$ cat src/rtl/decode_stage_if.sv
// D/E pipeline register bundle carried from the decode stage to execute.
interface decode_stage_if;
  logic [31:0] E_PC;
  logic [31:0] E_Ins;
  logic        E_DS;
  logic [4:0]  E_ExcCode;
  logic [31:0] E_rs_val;
  logic [31:0] E_rt_val;
  logic [31:0] E_imm32;

  modport master (
    output E_PC, E_Ins, E_DS, E_ExcCode, E_rs_val, E_rt_val, E_imm32
  );

  modport slave (
    input E_PC, E_Ins, E_DS, E_ExcCode, E_rs_val, E_rt_val, E_imm32
  );
endinterface

$ cat src/rtl/decode_stage.sv
// MIPS decode stage: instruction decode, branch/jump resolution, exception
// detection and the D/E pipeline register.
module decode_stage #(
  parameter logic [4:0] EXC_RI      = 5'd10,
  parameter logic [4:0] EXC_SYSCALL = 5'd8,
  parameter logic [4:0] EXC_NONE    = 5'd0
) (
  input  logic        clk,
  input  logic        reset,
  input  logic        Req,
  input  logic [31:0] EBase,
  input  logic [31:0] EPC,
  input  logic        D_Stall,
  input  logic [31:0] F_PC,
  input  logic [31:0] D_PC,
  input  logic [31:0] D_Ins,
  input  logic        D_DS,
  input  logic [4:0]  D_ExcCode_in,
  input  logic [31:0] D_rs_val,
  input  logic [31:0] D_rt_val,
  output logic [4:0]  D_rs_addr,
  output logic [4:0]  D_rt_addr,
  output logic [31:0] NPC,
  output logic [2:0]  NPCSelect,
  output logic        D_Flush,
  output logic        D_eret,
  decode_stage_if.master de
);

  typedef enum logic [1:0] {EXT_SIGN, EXT_ZERO, EXT_LUI} ext_e;

  localparam logic [31:0] ERET_WORD = 32'h4200_0018;

  logic [5:0]  op, funct;
  logic [15:0] imm16;
  logic        legal, is_sys;
  ext_e        ext;
  logic [31:0] imm_sext, imm32, br_target;
  logic        br_taken;
  logic [4:0]  exc_merged;

  logic [31:0] e_pc_d, e_ins_d, e_rs_d, e_rt_d, e_imm_d;
  logic [31:0] e_pc_q, e_ins_q, e_rs_q, e_rt_q, e_imm_q;
  logic        e_ds_d, e_ds_q;
  logic [4:0]  e_exc_d, e_exc_q;

  assign op        = D_Ins[31:26];
  assign funct     = D_Ins[5:0];
  assign imm16     = D_Ins[15:0];
  assign D_rs_addr = D_Ins[25:21];
  assign D_rt_addr = D_Ins[20:16];

  always_comb begin
    legal     = 1'b0;
    is_sys    = 1'b0;
    ext       = EXT_SIGN;
    NPCSelect = 3'd0;
    case (op)
      6'h00: begin
        case (funct)
          6'h20, 6'h22, 6'h24, 6'h25, 6'h2a, 6'h2b,
          6'h18, 6'h19, 6'h1a, 6'h1b,
          6'h10, 6'h11, 6'h12, 6'h13: legal = 1'b1;
          6'h08, 6'h09: begin
            legal     = 1'b1;
            NPCSelect = 3'd3;
          end
          6'h0c: begin
            legal  = 1'b1;
            is_sys = 1'b1;
          end
          6'h00:   legal = (D_Ins == '0);
          default: legal = 1'b0;
        endcase
      end
      6'h0f: begin
        legal = 1'b1;
        ext   = EXT_LUI;
      end
      6'h0c, 6'h0d: begin
        legal = 1'b1;
        ext   = EXT_ZERO;
      end
      6'h08, 6'h20, 6'h21, 6'h23, 6'h28, 6'h29, 6'h2b: legal = 1'b1;
      6'h04, 6'h05: begin
        legal     = 1'b1;
        NPCSelect = 3'd1;
      end
      6'h02, 6'h03: begin
        legal     = 1'b1;
        NPCSelect = 3'd2;
      end
      6'h10: begin
        if (D_Ins == ERET_WORD) begin
          legal     = 1'b1;
          NPCSelect = 3'd4;
        end else begin
          legal = (D_rs_addr == 5'd0) || (D_rs_addr == 5'd4);
        end
      end
      default: legal = 1'b0;
    endcase
  end

  assign imm_sext = {{16{imm16[15]}}, imm16};

  always_comb begin
    case (ext)
      EXT_ZERO: imm32 = {16'h0000, imm16};
      EXT_LUI:  imm32 = {imm16, 16'h0000};
      default:  imm32 = imm_sext;
    endcase
  end

  assign br_taken  = (op == 6'h04) ? (D_rs_val == D_rt_val) : (D_rs_val != D_rt_val);
  assign br_target = D_PC + 32'd4 + {imm_sext[29:0], 2'b00};

  // Req redirects fetch to the handler whatever the D instruction is.
  always_comb begin
    NPC = F_PC + 32'd4;
    if (Req) begin
      NPC = EBase;
    end else begin
      case (NPCSelect)
        3'd1:    NPC = br_taken ? br_target : F_PC + 32'd4;
        3'd2:    NPC = {D_PC[31:28], D_Ins[25:0], 2'b00};
        3'd3:    NPC = D_rs_val;
        3'd4:    NPC = EPC;
        default: NPC = F_PC + 32'd4;
      endcase
    end
  end

  assign D_eret  = (D_Ins == ERET_WORD);
  assign D_Flush = D_eret;

  always_comb begin
    if (D_ExcCode_in != EXC_NONE) exc_merged = D_ExcCode_in;
    else if (!legal)              exc_merged = EXC_RI;
    else if (is_sys)              exc_merged = EXC_SYSCALL;
    else                          exc_merged = EXC_NONE;
  end

  // A stall bubble still carries PC/DS so a later-stage EPC stays correct.
  always_comb begin
    e_pc_d  = '0;
    e_ins_d = '0;
    e_ds_d  = 1'b0;
    e_exc_d = '0;
    e_rs_d  = '0;
    e_rt_d  = '0;
    e_imm_d = '0;
    if (Req) begin
      e_pc_d = EBase;
    end else if (D_Stall) begin
      e_pc_d = D_PC;
      e_ds_d = D_DS;
    end else begin
      e_pc_d  = D_PC;
      e_ins_d = D_Ins;
      e_ds_d  = D_DS;
      e_exc_d = exc_merged;
      e_rs_d  = D_rs_val;
      e_rt_d  = D_rt_val;
      e_imm_d = imm32;
    end
  end

  always_ff @(posedge clk) begin
    if (reset) begin
      e_pc_q  <= '0;
      e_ins_q <= '0;
      e_ds_q  <= 1'b0;
      e_exc_q <= '0;
      e_rs_q  <= '0;
      e_rt_q  <= '0;
      e_imm_q <= '0;
    end else begin
      e_pc_q  <= e_pc_d;
      e_ins_q <= e_ins_d;
      e_ds_q  <= e_ds_d;
      e_exc_q <= e_exc_d;
      e_rs_q  <= e_rs_d;
      e_rt_q  <= e_rt_d;
      e_imm_q <= e_imm_d;
    end
  end

  assign de.E_PC      = e_pc_q;
  assign de.E_Ins     = e_ins_q;
  assign de.E_DS      = e_ds_q;
  assign de.E_ExcCode = e_exc_q;
  assign de.E_rs_val  = e_rs_q;
  assign de.E_rt_val  = e_rt_q;
  assign de.E_imm32   = e_imm_q;

endmodule
$ cat src/flat_wrapper.sv
// flat-port wrapper written by rule: the top's interface ports become plain ports
module decode_stage_flat 
#(
  parameter logic [4:0] EXC_RI      = 5'd10,
  parameter logic [4:0] EXC_SYSCALL = 5'd8,
  parameter logic [4:0] EXC_NONE    = 5'd0
)
  (clk, reset, Req, EBase, EPC, D_Stall, F_PC, D_PC, D_Ins, D_DS, D_ExcCode_in, D_rs_val, D_rt_val, D_rs_addr, D_rt_addr, NPC, NPCSelect, D_Flush, D_eret, de_E_PC, de_E_Ins, de_E_DS, de_E_ExcCode, de_E_rs_val, de_E_rt_val, de_E_imm32);
  decode_stage_if de_i ();
  input  logic clk;
  input  logic reset;
  input  logic Req;
  input  logic [31:0] EBase;
  input  logic [31:0] EPC;
  input  logic D_Stall;
  input  logic [31:0] F_PC;
  input  logic [31:0] D_PC;
  input  logic [31:0] D_Ins;
  input  logic D_DS;
  input  logic [4:0] D_ExcCode_in;
  input  logic [31:0] D_rs_val;
  input  logic [31:0] D_rt_val;
  output logic [4:0] D_rs_addr;
  output logic [4:0] D_rt_addr;
  output logic [31:0] NPC;
  output logic [2:0] NPCSelect;
  output logic D_Flush;
  output logic D_eret;
  output wire logic [$bits(de_i.E_PC)-1:0] de_E_PC;
  output wire logic [$bits(de_i.E_Ins)-1:0] de_E_Ins;
  output wire logic [$bits(de_i.E_DS)-1:0] de_E_DS;
  output wire logic [$bits(de_i.E_ExcCode)-1:0] de_E_ExcCode;
  output wire logic [$bits(de_i.E_rs_val)-1:0] de_E_rs_val;
  output wire logic [$bits(de_i.E_rt_val)-1:0] de_E_rt_val;
  output wire logic [$bits(de_i.E_imm32)-1:0] de_E_imm32;
  assign de_E_PC = de_i.E_PC;
  assign de_E_Ins = de_i.E_Ins;
  assign de_E_DS = de_i.E_DS;
  assign de_E_ExcCode = de_i.E_ExcCode;
  assign de_E_rs_val = de_i.E_rs_val;
  assign de_E_rt_val = de_i.E_rt_val;
  assign de_E_imm32 = de_i.E_imm32;
  decode_stage #(.EXC_RI(EXC_RI), .EXC_SYSCALL(EXC_SYSCALL), .EXC_NONE(EXC_NONE)) u_core (.clk(clk), .reset(reset), .Req(Req), .EBase(EBase), .EPC(EPC), .D_Stall(D_Stall), .F_PC(F_PC), .D_PC(D_PC), .D_Ins(D_Ins), .D_DS(D_DS), .D_ExcCode_in(D_ExcCode_in), .D_rs_val(D_rs_val), .D_rt_val(D_rt_val), .D_rs_addr(D_rs_addr), .D_rt_addr(D_rt_addr), .NPC(NPC), .NPCSelect(NPCSelect), .D_Flush(D_Flush), .D_eret(D_eret), .de(de_i));
endmodule
$ cat config.mk
export PLATFORM = sky130hd
export DESIGN_NAME = decode_stage_flat
export DESIGN_NICKNAME = d
export VERILOG_FILES = /design/src/rtl/decode_stage_if.sv /design/src/rtl/decode_stage.sv /design/src/flat_wrapper.sv
export SDC_FILE = /design/constraint.sdc
export NUM_CORES = 1
export LEC_CHECK = 0
export BUFFER_PORTS_ARGS = -buffer_cell sky130_fd_sc_hd__buf_2
export CAP_MARGIN = 30
export CORE_AREA = 2 2 173 175
export DETAILED_ROUTE_END_ITERATION = 16
export DIE_AREA = 0 0 175 177
export GPL_ROUTABILITY_DRIVEN = 0
export PLACE_DENSITY_LB_ADDON = 0.25
export SYNTH_ARGS = -nofsm -noshare
export SYNTH_HDL_FRONTEND = slang
export SYNTH_SLANG_ARGS = --single-unit
$ cat constraint.sdc
create_clock -name clk -period 5.1 [get_ports clk]
set_input_delay 0.51 -clock clk [delete_from_list [all_inputs] [get_ports clk]]
set_output_delay 0.51 -clock clk [all_outputs]
set_load 0.01 [all_outputs]
==> After elaboration in Yosys (flattened, before gate mapping) <==
Index checks and enable logic that the tools add are counted.
{ "totals": {"reg_bits": 166, "in_bits": 234, "out_inout_bits": 213, "wordCells": 84} }
{ "op_classes": {"n_addsub": 3, "n_eq_ne": 42, "n_mux": 18, "n_reduce_logical": 14} }
{ "op_table": {"columns": ["op", "count"], "rows": [
  ["$pmux 32 s4", 1],
  ["$mux 32", 3],
  ["$eq 6x6->1 const B", 12],
  ["$add 32x3->32 const B", 2],
  ["$pmux 32 s2", 1],
  ["$eq 6x5->1 const B", 9],
  ["$eq 6x4->1 const B", 7],
  ["$add 32x32->32", 1],
  ["$eq 32x31->1 const B", 1],
  ["$eq 32x32->1", 1],
  ["$logic_not 32->1", 1],
  ["$ne 32x32->1", 1],
  ["$reduce_or 17->1", 1],
  ["$reduce_or 14->1", 1],
  ["$eq 6x2->1 const B", 2],
  ["$eq 6x3->1 const B", 2],
  ["$logic_not 6->1", 2],
  ["$pmux 3 s4", 1],
  ["$mux 5", 2],
  ["$reduce_or 2->1", 5],
  ["$eq 3x2->1 const B", 2],
  ["$eq 5x3->1 const B", 1],
  ["$logic_not 5->1", 1],
  ["$reduce_bool 5->1", 1],
  ["13 further kinds", 16]
]} }

==> Depth between registers and ports, before layout <==
{ "logic_depth": {"word_depth": 7, "depth_mapped": 14, "mapped_depth_nobuf": 14} }

==> Worst setup path before layout <==
No wires, ideal clock.
{ "synth_timing": {"path_type": "input -> output", "start": "input port D_PC[11]", "end": "output port NPC[26]", "arrival_time_ns": 2.985, "t_required_ns": 4.590, "slack_ns": 1.605, "path_stages": 11, "path_buffers": 1, "cell_sequence": "ha_1 -> ha_1 -> buf_2 -> a21oi_1 -> o21ai_0 -> and2_1 -> o41ai_1 -> a21oi_1 -> o211ai_1 -> mux2_2 -> o31ai_1"} }
{ "synth_between": {"elab_chain_cells": 5} }
{ "synth_rtl": {"columns": ["item", "line_no", "text"], "rows": [
  ["from (decl)", "flat_wrapper.sv:17", "input logic [31:0] D_PC;"],
  ["$add 32x3->32", "decode_stage.sv:116", "assign br_target = D_PC + 32'd4 + {imm_sext[29:0], 2'b00};"],
  ["$add 32x32->32", "decode_stage.sv:116", null],
  ["$mux 32", "decode_stage.sv:125", "3'd1: NPC = br_taken ? br_target : F_PC + 32'd4;"],
  ["$pmux 32 s4", "decode_stage.sv:124", "case (NPCSelect)"],
  ["$mux 32", "decode_stage.sv:121", "if (Req) begin"],
  ["to (decl)", "flat_wrapper.sv:25", "output logic [31:0] NPC;"]
]} }
Every way passes these cells.

==> Worst setup path after layout <==
{ "layout_timing": {"start": "input port D_Ins[0]", "end": "output port NPC[29]"} }
{ "layout_between": {"elab_chain_cells": 7, "elab_cells_between_ends": 15, "classes_between": "add/sub: 1; eq/ne: 7; mux: 6; reduce/logical: 1"} }
{ "layout_rtl": {"columns": ["item", "line_no", "text"], "rows": [
  ["from (decl)", "flat_wrapper.sv:18", "input logic [31:0] D_Ins;"],
  ["parallel branches: the longest is 5 deep, another holds $add 32x32->32", null, null],
  ["$pmux 32 s4 (*)", "decode_stage.sv:124", null],
  ["$mux 32 (*)", "decode_stage.sv:121", null]
]} }
Every way passes the cells marked *.

==> qor.yml <==
outcome: "finished clean"
clk_pin_slew_ps: 70
min_from: "D_ExcCode_in[4]"
htreeDepth: 4
drv_slew: 0
drtPass1Iterations: 5
placed_cells: 1849
clockBufferDepth: 2
p_sw_uw: 1130
setup_violations: 0
crit_fanout: 6
synthCells: 1065
min_path_cells: 2
rows: 63
antenna_found_initial: 15
fp.dieW_um: 175
fmax_mhz: 230
instances_no_fill: 1889
core_area_sq_um: 29200
grt_pass1_wl_mm: 60.1
grt_pass1_vias: 9470
dieHeight_um: 177
area_growth_pct: 32.7
crit_required_ps: 4590
cts_setup_buffers: 0
swShare_pct: 32.7
min_path_type: "in2reg"
clkPwrFrac_pct: 37.4
yosysWarnings: 0
rsz0062_at_grt: "false"
numCtsBuffers: 17
yosysSeqAreaShare_pct: 35.3
synth.avg_cell_area_sq_um: 8.85
synth_cell_types: 75
cap_viol_max_count: 0
min_period_ps: 4340
vias_per_cell: 5.14
leakage_uw: 0.00631
finalSetupTns_ps: 0
ant_nets: 0
wl_per_cell_um: 22.4
cts_resized: 0
drcViolationCount: 0
synth_edf_count: 0
overflow: 0
wirelength_mm: 42.2
worstSetupPathType: "in2out"
hold_violations: 0
die-area_sq_um: 31000
grt_start_max_net_pins: 101
cts_tree: "yes"
seqPwrFrac_pct: 39.1
fin_crit_sh_pct: 85.1
powerDensity_nw_per_um2: 276
ir_drop_mv: 0.194
synth_ff_type: "dfxtp_1"
syn-cell-area_sq_um: 9430
groute.usage.overall_pct: 26.4
worstSetupStartpointType: "input pin"
fin_nets: 1773
cts.sink_count: 166
hold_path_end: "u_core.de.E_ExcCode[4]$_SDFF_PP0_"
seqCellArea_sq_um: 3320
multi_input_area_sq_um: 5630
nFillCells: 2985
cts_hold_buf: 0
cp.arrival_ps: 3830
endpoint_kind: "output port"
drive_gt1_share_pct: 35.2
drt_iter0_markers: 725
relSlewSlack_pct: 33.5
dp_hpwl_mm: 33.3
ys_seq_elements: 166
io_pins: 447
clock-root-buffer: "clkbuf_16"
num_vias: 9706
synth_nets: 1360
comb_power_share_pct: 23.4
io_buffer_count: 446
p_int_uw: 2320
initial_utilization_pct: 32.2
worst_pin_slew_ps: 992
async_reset_ff_share_pct: 0
through the flow:
step                      cell area (sq um)  hold WS [ps]  power, uW  util (%)  worst slack, ps
after floorplan                        9430           632       1840         -             1600
after global placement                11900           727       2180      40.8              852
after detailed placement              11900           732       2180      40.8              826
after CTS                             12500           258       3470      42.7              784
after global routing                  12500           265       3600      42.8              562
final                                 12500           278       3450      42.8              761
power by group through the flow:
stage          registers [uW]  logic, uW  clock network, uW
3_3_place_gp             1380        798                  0
6_report                 1350        808               1290
2_1_floorplan            1410        430                  0
5_1_grt                  1350        880               1370
3_5_place_dp             1380        801                  0
4_1_cts                  1350        806               1310
worst max-delay path: stages:
cell	delay, ps
buf_2	180
inv_1	100
ha_1	190
inv_1	70
ha_1	200
inv_1	70
fa_1	390
nand2b_1	210
a211oi_1	470
o21bai_2	170
a21oi_1	300
nor3_1	160
o311ai_1	340
xnor2_1	130
o22ai_1	180
buf_2	170
logic make-up after synthesis:
kind of cell / after synthesis / share of synthesized area (%)
AO/OA/AOI/OAI: 231 / 18.5
flip-flops: 166 / 35.3
adder cells (fa/ha/maj): 61 / 8.18
buffers and inverters: 106 / 5.12
multiplexers: 44 / 4.70
AND/OR/NAND/NOR: 374 / 20.5
XOR/XNOR: 83 / 7.79
layout by cell type, fill, tap and decap left out, drive strengths merged, types with 9 or more instances in the layout:
master and n:
a21oi 42, nand2 81, a2bb2oi 9, nor2 99
nand4 11, and2 92, nand3 18, buf 460
xnor2 32, mux2i 42, xor2 51, dfxtp 166
clkbuf 18, and3 9, a221oi 26, inv 47
a21o 9, a221o 20, nor3 16, o21ai 46
nor4 16, o21a 13, ha 60
cell type report:
type / instances / area share [%]
Tap cell: 390 / 3.90
Multi-Input combinational cell: 793 / 45.0
Clock inverter: 14 / 1.08
Timing Repair Buffer: 460 / 18.7
Inverter: 40 / 1.20
Sequential cell: 166 / 26.6
Antenna cell: 8 / 0.160
Clock buffer: 18 / 3.43
synth_stat cells (4+ instances only):
master | number | area [sq um]
o22ai_1 | 6 | 37.5
xor2_1 | 51 | 447
o21ai_0 | 44 | 220
a2bb2oi_1 | 9 | 78.8
nand2b_1 | 7 | 43.8
buf_2 | 11 | 55.1
a21oi_1 | 42 | 210
o211ai_1 | 7 | 52.6
a221o_1 | 20 | 200
xnor2_1 | 31 | 272
nor3_1 | 15 | 75.1
a31oi_1 | 5 | 31.3
nand2_1 | 81 | 304
a22o_1 | 6 | 52.6
o21bai_1 | 5 | 37.5
and2_1 | 92 | 576
a21o_1 | 9 | 67.6
a221oi_1 | 12 | 105
nor4_1 | 13 | 81.3
and3_1 | 9 | 56.3
nor2_1 | 98 | 368
a211oi_1 | 4 | 30.0
o21a_1 | 13 | 97.6
a221oi_2 | 14 | 210
inv_1 | 39 | 146
nand4_1 | 11 | 68.8
mux2i_1 | 42 | 420
a22oi_1 | 4 | 30.0
buf_4 | 13 | 97.6
nand3_1 | 18 | 90.1
clkbuf_1 | 38 | 143
nor2b_1 | 6 | 37.5
dfxtp_1 | 166 | 3320
ha_1 | 60 | 751
flip-flops by register name, indices dropped and copies added, names as in the netlist:
| name | count |
|---|---|
| u_core.de.E_Ins | 32 |
| u_core.de.E_PC | 32 |
| u_core.de.E_imm32 | 32 |
| u_core.de.E_rs_val | 32 |
| u_core.de.E_rt_val | 32 |
| u_core.de.E_ExcCode | 5 |
| u_core.de.E_DS | 1 |
how the worst max path moves through the flow:
stage,start,to,depth (start not counted)
after floorplan,D_PC[11],NPC[26],11
after global placement,D_Ins[0],NPC[29],16
after detailed placement,D_Ins[0],NPC[29],16
after CTS,D_Ins[0],NPC[29],16
after global routing,D_Ins[0],NPC[31],16
final,D_Ins[0],NPC[29],16
routing by layer:
metal / track usage (%) / routed length [um]
met1: 32.9 / 17600
met3: 6.57 / 3380
met5: 0 / 86
met2: 44.9 / 20200
met4: 8.19 / 962
Note: power is estimated with default switching activity, not from simulation.
